==> src/rtl/kamus_fetch_queue_if.sv <==
// kamus_fetch_queue_if: handshake bundle between the fetch queue, the L1I port and the ID stage
//   master: the fetch queue (drives L1I request and the instruction head toward ID)
//   slave : the environment (L1I cache, redirect source, ID stage)
//   l1i_req_o/l1i_addr_o/l1i_gnt_i       request channel to L1I
//   l1i_rvalid_i/l1i_rdata_i             in-order response channel from L1I
//   redirect_i/redirect_addr_i           jump/branch redirect from ID/EX
//   instr_valid_o/instr_ready_i          head handshake toward ID
//   instr_data_o/instr_addr_o            head instruction word and its address
interface kamus_fetch_queue_if;
    logic        l1i_req_o;
    logic [31:0] l1i_addr_o;
    logic        l1i_gnt_i;
    logic        l1i_rvalid_i;
    logic [31:0] l1i_rdata_i;
    logic        redirect_i;
    logic [31:0] redirect_addr_i;
    logic        instr_valid_o;
    logic        instr_ready_i;
    logic [31:0] instr_data_o;
    logic [31:0] instr_addr_o;

    modport master (
        output l1i_req_o, l1i_addr_o, instr_valid_o, instr_data_o, instr_addr_o,
        input  l1i_gnt_i, l1i_rvalid_i, l1i_rdata_i, redirect_i, redirect_addr_i, instr_ready_i
    );

    modport slave (
        input  l1i_req_o, l1i_addr_o, instr_valid_o, instr_data_o, instr_addr_o,
        output l1i_gnt_i, l1i_rvalid_i, l1i_rdata_i, redirect_i, redirect_addr_i, instr_ready_i
    );
endinterface

==> src/rtl/kamus_fetch_queue.sv <==
// kamus_fetch_queue: instruction prefetch queue issuing word fetches to L1I and buffering them for ID
//   clk_i             clock, all state updates on rising edge
//   rst_i             asynchronous active-high reset
//   bus               kamus_fetch_queue_if.master (L1I request/response, redirect, ID head)
//   fetch_stall_cnt_o saturating count of cycles ID was ready but the queue was empty
//                     (present only when KAMUS_FETCH_PERF_EN is defined)
//   Parameters: BOOT_ADDR (PC after reset), DEPTH (queue entries, power of two 2..16)
module kamus_fetch_queue #(
    parameter logic [31:0] BOOT_ADDR = 32'h0,
    parameter int          DEPTH     = 4
) (
    input logic                 clk_i,
    input logic                 rst_i,
    kamus_fetch_queue_if.master bus
`ifdef KAMUS_FETCH_PERF_EN
    ,output logic [31:0]        fetch_stall_cnt_o
`endif
);
    localparam int AW = $clog2(DEPTH);
    localparam int CW = AW + 1;

    logic [31:0]   fetch_pc_q, fetch_pc_d, resp_pc_q, resp_pc_d, target;
    logic [CW-1:0] count_q, count_d, outst_q, outst_d, disc_q, disc_d;
    logic [AW-1:0] head_q, head_d, tail_q, tail_d;
    logic [31:0]   data_q [DEPTH];
    logic [31:0]   addr_q [DEPTH];
    logic [CW:0]   occ;
    logic          grant, retire, push, pop, valid;

    // Outstanding requests reserve a queue slot, so every response always finds room.
    assign occ    = {1'b0, count_q} + {1'b0, outst_q};
    assign target = bus.redirect_addr_i & ~32'h3;
    assign valid  = count_q != '0;
    assign grant  = bus.l1i_req_o & bus.l1i_gnt_i;
    // A response with nothing outstanding is stray (e.g. from before reset) and is dropped.
    assign retire = bus.l1i_rvalid_i && outst_q != '0;
    assign push   = retire && disc_q == '0;
    assign pop    = valid & bus.instr_ready_i;

    assign bus.l1i_req_o     = !rst_i && occ < (CW+1)'(DEPTH);
    assign bus.l1i_addr_o    = fetch_pc_q;
    assign bus.instr_valid_o = valid;
    assign bus.instr_data_o  = valid ? data_q[head_q] : '0;
    assign bus.instr_addr_o  = valid ? addr_q[head_q] : '0;

    always_comb begin
        fetch_pc_d = bus.redirect_i ? target : grant ? fetch_pc_q + 32'd4 : fetch_pc_q;
        resp_pc_d  = bus.redirect_i ? target : push ? resp_pc_q + 32'd4 : resp_pc_q;
        outst_d    = outst_q + CW'(grant) - CW'(retire);
        // Everything still in flight after a redirect belongs to the old path.
        disc_d     = bus.redirect_i ? outst_d : disc_q - CW'(retire && disc_q != '0);
        count_d    = bus.redirect_i ? '0 : count_q + CW'(push) - CW'(pop);
        head_d     = bus.redirect_i ? '0 : head_q + AW'(pop);
        tail_d     = bus.redirect_i ? '0 : tail_q + AW'(push);
    end

    always_ff @(posedge clk_i or posedge rst_i) begin
        if (rst_i) begin
            fetch_pc_q <= BOOT_ADDR;
            resp_pc_q  <= BOOT_ADDR;
            outst_q    <= '0;
            disc_q     <= '0;
            count_q    <= '0;
            head_q     <= '0;
            tail_q     <= '0;
        end else begin
            fetch_pc_q <= fetch_pc_d;
            resp_pc_q  <= resp_pc_d;
            outst_q    <= outst_d;
            disc_q     <= disc_d;
            count_q    <= count_d;
            head_q     <= head_d;
            tail_q     <= tail_d;
        end
    end

    // Payload storage needs no reset: the head is masked while the queue is empty.
    always_ff @(posedge clk_i) begin
        if (push) begin
            data_q[tail_q] <= bus.l1i_rdata_i;
            addr_q[tail_q] <= resp_pc_q;
        end
    end

`ifdef KAMUS_FETCH_PERF_EN
    logic [31:0] stall_q;

    always_ff @(posedge clk_i or posedge rst_i) begin
        if (rst_i)
            stall_q <= '0;
        else if (bus.instr_ready_i && !valid && stall_q != 32'hFFFF_FFFF)
            stall_q <= stall_q + 32'd1;
    end

    assign fetch_stall_cnt_o = stall_q;
`else
`endif
endmodule

==> src/flat_wrapper.sv <==
// flat-port wrapper written by rule: the top's interface ports become plain ports
module kamus_fetch_queue_flat 
#(
    parameter logic [31:0] BOOT_ADDR = 32'h0,
    parameter int          DEPTH     = 4
)
  (clk_i, rst_i, bus_l1i_req_o, bus_l1i_addr_o, bus_instr_valid_o, bus_instr_data_o, bus_instr_addr_o, bus_l1i_gnt_i, bus_l1i_rvalid_i, bus_l1i_rdata_i, bus_redirect_i, bus_redirect_addr_i, bus_instr_ready_i);
  kamus_fetch_queue_if bus_i ();
  input logic clk_i;
  input logic rst_i;
  output wire logic [$bits(bus_i.l1i_req_o)-1:0] bus_l1i_req_o;
  output wire logic [$bits(bus_i.l1i_addr_o)-1:0] bus_l1i_addr_o;
  output wire logic [$bits(bus_i.instr_valid_o)-1:0] bus_instr_valid_o;
  output wire logic [$bits(bus_i.instr_data_o)-1:0] bus_instr_data_o;
  output wire logic [$bits(bus_i.instr_addr_o)-1:0] bus_instr_addr_o;
  input wire logic [$bits(bus_i.l1i_gnt_i)-1:0] bus_l1i_gnt_i;
  input wire logic [$bits(bus_i.l1i_rvalid_i)-1:0] bus_l1i_rvalid_i;
  input wire logic [$bits(bus_i.l1i_rdata_i)-1:0] bus_l1i_rdata_i;
  input wire logic [$bits(bus_i.redirect_i)-1:0] bus_redirect_i;
  input wire logic [$bits(bus_i.redirect_addr_i)-1:0] bus_redirect_addr_i;
  input wire logic [$bits(bus_i.instr_ready_i)-1:0] bus_instr_ready_i;
  assign bus_l1i_req_o = bus_i.l1i_req_o;
  assign bus_l1i_addr_o = bus_i.l1i_addr_o;
  assign bus_instr_valid_o = bus_i.instr_valid_o;
  assign bus_instr_data_o = bus_i.instr_data_o;
  assign bus_instr_addr_o = bus_i.instr_addr_o;
  assign bus_i.l1i_gnt_i = bus_l1i_gnt_i;
  assign bus_i.l1i_rvalid_i = bus_l1i_rvalid_i;
  assign bus_i.l1i_rdata_i = bus_l1i_rdata_i;
  assign bus_i.redirect_i = bus_redirect_i;
  assign bus_i.redirect_addr_i = bus_redirect_addr_i;
  assign bus_i.instr_ready_i = bus_instr_ready_i;
  kamus_fetch_queue #(.BOOT_ADDR(BOOT_ADDR), .DEPTH(DEPTH)) u_core (.clk_i(clk_i), .rst_i(rst_i), .bus(bus_i));
endmodule
==> config.mk <==
export PLATFORM = sky130hd
export DESIGN_NAME = kamus_fetch_queue_flat
export DESIGN_NICKNAME = d
export VERILOG_FILES = /design/src/rtl/kamus_fetch_queue_if.sv /design/src/rtl/kamus_fetch_queue.sv /design/src/flat_wrapper.sv
export SDC_FILE = /design/constraint.sdc
export NUM_CORES = 1
export LEC_CHECK = 0
export BUFFER_PORTS_ARGS = -buffer_cell sky130_fd_sc_hd__buf_4
export CAP_MARGIN = 10
export CORE_ASPECT_RATIO = 0.75
export CORE_UTILIZATION = 50
export CTS_BUF_LIST = sky130_fd_sc_hd__clkbuf_8
export CTS_CLUSTER_SIZE = 16
export DETAILED_ROUTE_END_ITERATION = 12
export PLACE_DENSITY = 0.77
export SKIP_LAST_GASP = 1
export SYNTH_ARGS = -nofsm -noshare
export SYNTH_HDL_FRONTEND = slang
export SYNTH_SLANG_ARGS = --single-unit
==> constraint.sdc <==
create_clock -name clk_i -period 8.74 [get_ports clk_i]
set_input_delay 1.311 -clock clk_i [delete_from_list [all_inputs] [get_ports clk_i]]
set_output_delay 1.311 -clock clk_i [all_outputs]
set_load 0.05 [all_outputs]
==> results.json, run 1 <==
{
  "fp.dieH_um": 145.8,
  "vias": 8433,
  "cts_made_buffers": 51,
  "cp-start-kind": "register",
  "grt_pass1_wl_mm": 47.11,
  "synth_seq_area_share": 0.6732,
  "cap_violations": 0,
  "relSlewSlack": 0.2548,
  "worstSetupPathType": "reg2out",
  "synth_edf_count": 248,
  "rows": 52,
  "worstPathCellList": "buf_4 > mux4_2 > nor2b_1 > buf_4",
  "holdPathEnd": "u_core.addr_q[1][31]",
  "clkPwrFrac": 0.241,
  "ys_ff_latch": 321,
  "regToRegSetupSlack_ps": 5870,
  "cts.htree.levels": 2,
  "tns_ps": 0,
  "syn_inst": 877,
  "rr_worst_depth": 5,
  "place_inst": 1349,
  "syn_area_per_cell_um2": 15.71,
  "p_int_uw": 3075,
  "cp.required_ps": 7430,
  "wirelength_mm": 29.84,
  "synthToLayoutAreaGrowth_pct": 18.14,
  "status": "finished clean",
  "coreArea_mm2": 0.02700,
  "rr_startpoint": "u_core.outst_q[1]",
  "fin_crit_sh": 0.5029,
  "nFillCells": 2022,
  "leakage_uw": 0.005816,
  "clk_path_buf_depth": 3,
  "period_needed_ps": 4395,
  "yosysWarnings": 0,
  "grt_max_degree": 65,
  "setup_viol": 0,
  "clk_latency_ps": 600,
  "initial_core_util": 0.5102,
  "grt-ovfl-total": 0,
  "end_kind": "output port",
  "ir_drop_uv": 157.5,
  "gp_congestion": 0.8328,
  "antenna_found_initial": 0,
  "p_sw_frac": 0.3920,
  "postCtsSetupRepairBufs": 0,
  "power_density_mw_per_mm2": 310.8,
  "grt_pass1_vias": 8392,
  "dieArea_mm2": 0.02823,
  "final_cell_mix": "edfxtp_1, buf_4, nor2b_1, dfrtp_1, mux4_2",
  "die_w_um": 193.7,
  "seqPwrFrac": 0.379,
  "io_pins": 168,
  "slowest_stage": "buf_4",
  "drv_slew": 0,
  "clk_pin_slew_ps": 60,
  "path_max_fanout": 49,
  "finalHoldViolCount": 0,
  "first_pass_iters": 5,
  "cp_slowest_stage_delay_ps": 830,
  "rsz0062_at_grt": "no",
  "dp_hpwl_mm": 18.62,
  "fin_skew_ps": 41.16,
  "io_buffers": 161,
  "drive_gt1_frac": 0.2982,
  "ys.flop_type": "edfxtp_1",
  "hold_path_class": "reg2reg",
  "p_comb_frac": 0.380,
  "seq_area_mm2": 0.009279,
  "crit_top_cell": "buf_4",
  "post-route-drc-count": 0,
  "hold_path_depth": 0,
  "routedWlPerCell_um": 20.71,
  "syn-cell-area_mm2": 0.01378,
  "cts_resized": 0,
  "timing.fmax_mhz": 227.5,
  "netSwitchingPower_uw": 1983,
  "min_from": "u_core.resp_pc_q[31]",
  "multiInputGateArea_mm2": 0.004237,
  "n_antenna_cell": 0,
  "post_drt_via_cell_ratio": 5.852,
  "tightest_slew_ps": 1108,
  "ctsHoldBuffers": 0,
  "cp.arrival_ps": 3080,
  "fin_util": 0.6027,
  "mostFrequentLayoutCell": "edfxtp_1",
  "drtIter0Drc": 561,
  "ys_async_sr_fraction": 0.2274,
  "grt_usage": 0.2163,
  "rr_endpoint": "u_core.addr_q[3][11]",
  "cts_tree": "done",
  "fin_cells": 1441,
  "clock-sinks": 321,
  "ys_types": 51,
  "nets": 1135,
  "cts_root_buffer": "clkbuf_8",
  "ant_nets": 0
}
-- cells by family (layout without fill, tap and decap cells) --
family | count (synthesis) | after routing | share of synthesized area
multiplexers | 73 | 73 | 0.1103
flip-flops | 321 | 321 | 0.6732
adder cells (fa/ha/maj) | 14 | 14 | 0.01381
AND/OR/NAND/NOR | 282 | 282 | 0.1193
AO/OA/AOI/OAI | 95 | 95 | 0.04923
buffers and inverters | 72 | 282 | 0.02180
other | 1 | 4 | 0.0002722
XOR/XNOR | 19 | 19 | 0.01208
-- worst max-delay path, delay by kind of cell, from the launching register on --
| family | cells | cell delay [ps] |
|---|---|---|
| DFF | 1 | 620 |
| and+or+nand+nor | 1 | 160 |
| muxes | 1 | 660 |
| buffers and inverters | 2 | 1050 |
-- final cells by class --
type / instances / area share
clock buffers: 54 / 0.04567
clock inverters: 38 / 0.01384
inverters: 20 / 0.004613
multi-input cells: 487 / 0.2603
flip-flops and latches: 321 / 0.5702
well taps: 351 / 0.02699
repair buffers: 170 / 0.07842
-- synthesized netlist by cell type, types with 5 or more instances --
cell type | n | area share
ha_1 | 12 | 0.011
nor2b_1 | 72 | 0.033
nor3_1 | 14 | 0.0051
o31ai_1 | 10 | 0.0054
mux4_2 | 62 | 0.10
edfxtp_1 | 248 | 0.54
nor2_1 | 35 | 0.0095
mux2_2 | 10 | 0.0082
clkbuf_1 | 35 | 0.0095
nand4_1 | 28 | 0.013
nor4_1 | 14 | 0.0064
xnor2_1 | 17 | 0.011
or4_1 | 10 | 0.0054
buf_4 | 5 | 0.0027
and2_1 | 5 | 0.0023
inv_1 | 20 | 0.0054
or3_1 | 12 | 0.0054
a311oi_1 | 9 | 0.0057
a211oi_1 | 8 | 0.0044
and4_1 | 12 | 0.0076
o21ai_0 | 17 | 0.0062
o31a_1 | 14 | 0.0089
nand2b_1 | 6 | 0.0027
and3_1 | 15 | 0.0068
a31oi_1 | 23 | 0.010
buf_2 | 9 | 0.0033
nand3_1 | 14 | 0.0051
nand2_1 | 33 | 0.0090
dfrtp_1 | 73 | 0.13
-- power groups by stage --
stage	combinational (µW)	sequential [µW]	clock (µW)
floorplan	1370	1950	0
global placement	1920	1940	0
detailed placement	1950	1950	0
CTS	1950	1920	1250
global route	2040	1940	1320
finish	1920	1920	1220
-- stage by stage --
step                      total power (µW)  cell area (µm²)  setup slack (ps)  hold WS, ps
final                                 5058            16270              4345        576.4
after detailed placement              3895            15310              4834        560.0
after global placement                3860            15310              4848        537.3
after CTS                             5116            16270              4211        576.2
after floorplan                       3318            13790              1738        477.1
after global routing                  5302            16270              4087        601.4
-- flip-flops by register name (all words and copies together), names as in the netlist --
register	cells
u_core.tail_q	2
u_core.data_q	128
u_core.resp_pc_q	30
u_core.disc_q	3
u_core.bus.l1i_addr_o	30
u_core.head_q	2
u_core.addr_q	120
u_core.count_q	3
u_core.outst_q	3
-- how the worst max path moves through the flow --
stage	start	endpoint
3_5_place_dp	u_core.head_q[0]	bus_instr_addr_o[7]
4_1_cts	u_core.head_q[0]	bus_instr_addr_o[7]
2_1_floorplan	bus_l1i_rvalid_i	u_core.addr_q[1][10]
3_3_place_gp	u_core.head_q[0]	bus_instr_addr_o[9]
5_1_grt	u_core.head_q[0]	bus_instr_addr_o[7]
6_report	u_core.head_q[0]	bus_instr_addr_o[9]
-- per-layer routing --
layer  up-vias  share of wire  GRT usage
met5         -              0          0
met4         0          0.015    0.05320
met3        48          0.081    0.04844
met2       348           0.44     0.3171
met1      4221           0.46     0.3298
li1       3816              -          -
No activity file was read; power rests on OpenSTA's default activity.
==> run 2: changes to the inputs <==
--- a/config.mk
+++ b/config.mk
@@ -5,6 +5,7 @@
 export SDC_FILE = /design/constraint.sdc
 export NUM_CORES = 1
 export LEC_CHECK = 0
+export ABC_AREA = 1
 export BUFFER_PORTS_ARGS = -buffer_cell sky130_fd_sc_hd__buf_4
 export CAP_MARGIN = 10
 export CORE_ASPECT_RATIO = 0.75
@@ -12,7 +13,7 @@
 export CTS_BUF_LIST = sky130_fd_sc_hd__clkbuf_8
 export CTS_CLUSTER_SIZE = 16
 export DETAILED_ROUTE_END_ITERATION = 12
-export PLACE_DENSITY = 0.77
+export PLACE_DENSITY = 0.8
 export SKIP_LAST_GASP = 1
 export SYNTH_ARGS = -nofsm -noshare
 export SYNTH_HDL_FRONTEND = slang
==> constraint.sdc (replaced) <==
create_clock -name clk_i -period 4 [get_ports clk_i]
set_input_delay 0.6 -clock clk_i [delete_from_list [all_inputs] [get_ports clk_i]]
set_output_delay 0.6 -clock clk_i [all_outputs]
set_load 0.05 [all_outputs]
==> run 2 against run 1 <==
Net effect:
- area after synthesis is 6.4% higher
- register-to-register slack got worse by 4500 ps
- sequential cell count stayed put
- critical path type unchanged
- worst hold slack worse by 410 ps
- combinational power grew to 2.8 times the previous value
- final cell count grew 44%
- critical endpoint is now bus_instr_data_o[28]
- sequential share of layout area down 3.0 points
- utilization increased by 0.16 points
- synthesized cell count increased by 69%
- via count increased by 32%
==> results.json, run 2 <==
{
  "die_w_um": 199.7,
  "ys_ff_latch": 321,
  "cts_tree": "done",
  "final_cell_mix": "nor2_1, edfxtp_1, nand2_1, buf_4, o21ai_0",
  "cp_slowest_stage_delay_ps": 480,
  "dieArea_mm2": 0.03002,
  "coreArea_mm2": 0.02845,
  "rsz0062_at_grt": "no",
  "ant_nets": 0,
  "cpLargestDelayFamily": "buffers and inverters",
  "cp-start-kind": "register",
  "seqPwrFrac": 0.357,
  "top_register": "u_core.data_q",
  "io_pins": 168,
  "p_comb_frac": 0.426,
  "power_density_mw_per_mm2": 721.2,
  "synth_top_area_cell": "edfxtp_1",
  "relSlewSlack": 0.3520,
  "syn_area_per_cell_um2": 9.880,
  "total_power_uw": 12400,
  "fin_crit_sh": 0.7823,
  "status": "finished clean",
  "p_sw_frac": 0.4432,
  "first_pass_iters": 7,
  "holdWs_ps": 161.5,
  "clk_pin_slew_ps": 60,
  "setup_viol": 0,
  "mostFrequentLayoutCell": "nor2_1",
  "ctsHoldBuffers": 0,
  "crit_buf_inv": 3,
  "ys_async_sr_fraction": 0.2274,
  "drtIter0Drc": 954,
  "period_needed_ps": 3129,
  "synth_common_cells": "nor2_1, edfxtp_1, nand2_1, o21ai_0, a21oi_1",
  "ys_types": 39,
  "post_drt_via_cell_ratio": 5.364,
  "fin_skew_ps": 16.68,
  "nets": 1730,
  "ir_drop_uv": 338.2,
  "hold_path_class": "in2async",
  "dp_hpwl_mm": 21.66,
  "cts.htree.levels": 2,
  "timing.fmax_mhz": 319.6,
  "initial_core_util": 0.5154,
  "synth_edf_count": 248,
  "grt_pass1_wl_mm": 54.74,
  "cts_made_buffers": 48,
  "clk_path_buf_depth": 3,
  "n_antenna_cell": 0,
  "yosys.cell_count.top_type": "nor2_1",
  "path_max_fanout": 82,
  "finalHoldViolCount": 0,
  "vias": 11093,
  "netSwitchingPower_uw": 5495,
  "cts_resized": 0,
  "clk_latency_ps": 580,
  "clock-sinks": 321,
  "rows": 53,
  "synth_top_area_frac": 0.5079,
  "grt_usage": 0.2366,
  "nFillCells": 2246,
  "drv_slew": 0,
  "postCtsSetupRepairBufs": 0,
  "grt_max_degree": 83,
  "leakage_uw": 0.006880,
  "cp.required_ps": 3400,
  "end_kind": "output port",
  "synthToLayoutAreaGrowth_pct": 17.26,
  "tightest_slew_ps": 972.0,
  "worstSetupPathType": "reg2out",
  "cp.arrival_ps": 2530,
  "ys.flop_type": "edfxtp_1",
  "antenna_found_initial": 0,
  "syn_inst": 1484,
  "synth.area.top_cells": "edfxtp_1, dfrtp_1, nor2_1",
  "clkPwrFrac": 0.217,
  "slowest_stage": "dfrtp_4",
  "synth_seq_area_share": 0.6325,
  "p_int_uw": 6903,
  "worstPathCellList": "inv_2 > buf_12 > o21ai_0 > a21oi_1 > buf_4",
  "post-route-drc-count": 0,
  "yosysWarnings": 0,
  "cts_root_buffer": "clkbuf_8",
  "grt-ovfl-total": 0,
  "largest_reg_flops": 128,
  "io_buffers": 161,
  "gp_congestion": 0.9132,
  "syn-cell-area_mm2": 0.01466,
  "fp.dieH_um": 150.3,
  "wirelength_mm": 35.12,
  "drive_gt1_frac": 0.1741,
  "top_regs": "u_core.data_q (128), u_core.addr_q (120)",
  "routedWlPerCell_um": 16.98,
  "cap_violations": 0,
  "grt_pass1_vias": 10525
}
==> run 2: cell count changes after synthesis, moves of 14 or more <==
| cell | change |
|---|---|
| nor2b_1 | -72 |
| a31oi_1 | -21 |
| nand3_1 | +54 |
| nand4_1 | -24 |
| o21ai_0 | +132 |
| nand2_1 | +204 |
| o31a_1 | -14 |
| buf_2 | +17 |
| nor4_1 | -14 |
| inv_1 | +76 |
| mux4_2 | -62 |
| a21oi_1 | +96 |
| nor2_1 | +287 |
==> run 2: stage by stage <==
step | setup TNS (ps) | util | instance area, µm² | instances | worst slack (ps)
5_1_grt | 0 | 0.6043 | 17190 | 2068 | 658.8
4_1_cts | 0 | 0.6043 | 17190 | 2068 | 835.2
2_1_floorplan | -430100 | - | 14670 | 1487 | -1734
3_3_place_gp | 0 | 0.5703 | 16230 | 1981 | 1479
6_report | 0 | 0.6043 | 17190 | 2068 | 870.8
3_5_place_dp | 0 | 0.5703 | 16230 | 1981 | 1391
==> run 2: cells by family after synthesis <==
kind of cell             after synthesis  synth area share
AND/OR/NAND/NOR                      687            0.1979
flip-flops                           321            0.6325
AO/OA/AOI/OAI                        274           0.09703
buffers and inverters                170           0.04915
XOR/XNOR                              17           0.01016
adder cells (fa/ha/maj)               14           0.01297
other                                  1         0.0002558
==> run 2: final cells by class <==
| cell class | instances | area (µm²) | area share |
|---|---|---|---|
| Clock buffer | 51 | 701.9 | 0.04083 |
| Sequential cell | 321 | 9279 | 0.5397 |
| Multi-Input combinational cell | 996 | 4706 | 0.2737 |
| Clock inverter | 36 | 265.3 | 0.01543 |
| Inverter | 104 | 395.4 | 0.02300 |
| Timing Repair Buffer | 175 | 1364 | 0.07932 |
| Tap cell | 385 | 481.7 | 0.02802 |
==> run 2: layer usage <==
metal	share of wire	vias up	GRT usage
met4	0.017	0	0.06450
met3	0.093	60	0.05197
li1	-	5309	-
met5	0	-	0
met1	0.44	5230	0.3319
met2	0.45	494	0.3729
==> run 2: power groups by stage <==
stage	registers, µW	clock network [µW]	logic (µW)
global route	4470	2890	5710
finish	4420	2700	5280
global placement	4450	0	5200
CTS	4410	2740	5310
detailed placement	4470	0	5300
floorplan	4630	0	3520
==> run 2: worst paths after layout <==
| path | slack (ps) | startpoint | endpoint | cells past startpoint |
|---|---|---|---|---|
| hold / removal | 160 | rst_i | u_core.outst_q[0] | 2 |
| hold reg to reg | 570 | u_core.bus.l1i_addr_o[2] | u_core.bus.l1i_addr_o[2] | 1 |
| max in group asynchronous | 2920 | rst_i | u_core.bus.l1i_addr_o[21] | 3 |
| min in group clk_i | 230 | bus_l1i_rdata_i[15] | u_core.data_q[1][15] | 1 |
| setup / recovery | 870 | u_core.head_q[0] | bus_instr_data_o[28] | 5 |
| setup reg to reg | 1410 | u_core.count_q[1] | u_core.count_q[2] | 11 |
==> run 3: changes to the inputs <==
--- a/config.mk
+++ b/config.mk
@@ -5,7 +5,7 @@
 export SDC_FILE = /design/constraint.sdc
 export NUM_CORES = 1
 export LEC_CHECK = 0
-export ABC_AREA = 1
+export ABC_AREA = 0
 export BUFFER_PORTS_ARGS = -buffer_cell sky130_fd_sc_hd__buf_4
 export CAP_MARGIN = 10
 export CORE_ASPECT_RATIO = 0.75
==> constraint.sdc (replaced) <==
create_clock -name clk_i -period 2.6 [get_ports clk_i]
set_input_delay 0.39 -clock clk_i [delete_from_list [all_inputs] [get_ports clk_i]]
set_output_delay 0.39 -clock clk_i [all_outputs]
set_load 0.05 [all_outputs]
==> run 3 against run 2 <==
Net effect:
- sequential cell count did not move
- first-iteration DRC count down 35%
- via count down 22%
- setup slack got worse by 860 ps
- non-clock buffer count increased by 35
- utilization grew 1.9 points
- register-to-register slack worse by 1200 ps
==> results.json, run 3 (same netlist as run 1, synthesis figures left out) <==
{
  "fp.dieH_um": 145.8,
  "clk_path_buf_depth": 3,
  "design_area_mm2": 0.01683,
  "antenna_found_initial": 0,
  "holdWs_ps": 38.73,
  "setup_viol": 0,
  "post_drt_via_cell_ratio": 5.878,
  "status": "finished clean",
  "top_register": "u_core.data_q",
  "total_power_uw": 17350,
  "grt_pass1_vias": 8487,
  "n_antenna_cell": 0,
  "nFillCells": 1950,
  "coreArea_mm2": 0.02700,
  "worst_slack_ps": 7.986,
  "crit_top_cell": "buf_4",
  "tightest_slew_ps": 651.8,
  "cts_root_buffer": "clkbuf_8",
  "drtIter0Drc": 616,
  "cp-start-kind": "register",
  "cpLargestDelayFamily": "buffers and inverters",
  "cts_made_buffers": 48,
  "io_pins": 168,
  "final_cell_mix": "edfxtp_1, buf_4, dfrtp_1, nor2b_1, mux4_2",
  "grt_usage": 0.2140,
  "gp_congestion": 0.8472,
  "cts_tree": "done",
  "hold_path_class": "in2reg",
  "period_needed_ps": 2592,
  "cp.arrival_ps": 2200,
  "slowest_stage": "mux4_2",
  "routedWlPerCell_um": 20.74,
  "dpl-instance-area_mm2": 0.01567,
  "grt-ovfl-total": 0,
  "drv_slew": 0,
  "wirelength_mm": 30.63,
  "grt_pass1_wl_mm": 46.82,
  "finalHoldViolCount": 0,
  "nets": 1172,
  "initial_core_util": 0.5102,
  "ir_drop_uv": 807.3,
  "cp_slowest_stage_delay_ps": 490,
  "cap_violations": 0,
  "dieArea_mm2": 0.02823,
  "clk_pin_slew_ps": 60,
  "fin_skew_ps": 45.99,
  "dpl_worst_slack_ps": 205.2,
  "timing.fmax_mhz": 385.8,
  "rows": 52,
  "ant_nets": 0,
  "leakage_uw": 0.006057,
  "clock-sinks": 321,
  "fin_crit_sh": 0.9969,
  "worstPathCellList": "buf_4 > clkbuf_16 > mux4_2 > nor2b_1 > buf_4",
  "cp.required_ps": 2210,
  "cts.htree.levels": 2,
  "top_regs": "u_core.data_q (128), u_core.addr_q (120)",
  "post-route-drc-count": 0,
  "end_kind": "output port",
  "largest_reg_flops": 128,
  "clk_latency_ps": 570,
  "first_pass_iters": 5,
  "grt_max_degree": 64,
  "rsz0062_at_grt": "yes",
  "relSlewSlack": 0.5648,
  "mostFrequentLayoutCell": "edfxtp_1",
  "die_w_um": 193.7,
  "power_density_mw_per_mm2": 1031,
  "vias": 8682,
  "tns_ps": 0,
  "path_max_fanout": 8,
  "drive_gt1_frac": 0.3153,
  "synthToLayoutAreaGrowth_pct": 22.16,
  "dp_hpwl_mm": 19.44,
  "crit_buf_inv": 3,
  "worstSetupPathType": "reg2out",
  "io_buffers": 161
}
## run 3: worst reg2reg max path, stage by stage, from the launching register on
cell     delay (ps)
dfrtp_1         410
ha_1            340
nor4_4          290
buf_6           180
nand4_2         340
or4_1           590
a31oi_1         170
## run 3: worst paths after layout
| check | start | end | slack (ps) | depth (start not counted) |
|---|---|---|---|---|
| max | u_core.head_q[0] | bus_instr_addr_o[28] | 8 | 5 |
| min | bus_l1i_rdata_i[17] | u_core.data_q[3][17] | 40 | 1 |
| max reg2reg | u_core.outst_q[2] | u_core.bus.l1i_addr_o[29] | 240 | 6 |
| min reg2reg | u_core.bus.l1i_addr_o[29] | u_core.bus.l1i_addr_o[29] | 610 | 2 |
| max in group asynchronous | rst_i | u_core.tail_q[1] | 1300 | 4 |
| min in group asynchronous | rst_i | u_core.bus.l1i_addr_o[26] | 490 | 3 |
## run 3: per-layer routing
| layer | track usage | vias up | wire length, µm |
|---|---|---|---|
| met3 | 0.04125 | 37 | 2321 |
| met4 | 0.04760 | 0 | 314 |
| met1 | 0.3249 | 4398 | 13980 |
| met2 | 0.3227 | 365 | 14010 |
| li1 | - | 3882 | - |
| met5 | 0 | - | 0 |
## run 3: metrics by stage
stage	std cells	utilization
finish	1477	0.6233
detailed placement	1377	0.5803
global placement	1377	0.5803
global route	1477	0.6233
CTS	1468	0.6136
floorplan	880	-
## run 3: where the power goes
| part | switching [µW] | leakage (µW) | total [µW] | internal (µW) |
|---|---|---|---|---|
| Clock | 1860 | 0.000509 | 3740 | 1880 |
| Sequential | 383 | 0.00309 | 6380 | 6000 |
| Combinational | 4490 | 0.00246 | 7240 | 2750 |
| Total | 6730 | 0.00606 | 17400 | 10600 |
## run 3: area by class of cell
type                            count  area [µm²]  share of cell area
Timing Repair Buffer              210        1896              0.1126
Clock buffer                       50       688.2             0.04089
Inverter                           20       75.07            0.004461
Sequential cell                   321        9279              0.5514
Tap cell                          351       439.2             0.02610
Clock inverter                     38       178.9             0.01063
Multi-Input combinational cell    487        4273              0.2539
## run 3: repair_timing
item,4_1_cts,5_1_grt
endpoints found under the hold margin,26,0
gates resized for setup,2,37
hold buffers,1,0
endpoints found under the setup margin,63,53
cloned,0,4
buffers inserted,2,5
pin swaps,0,0
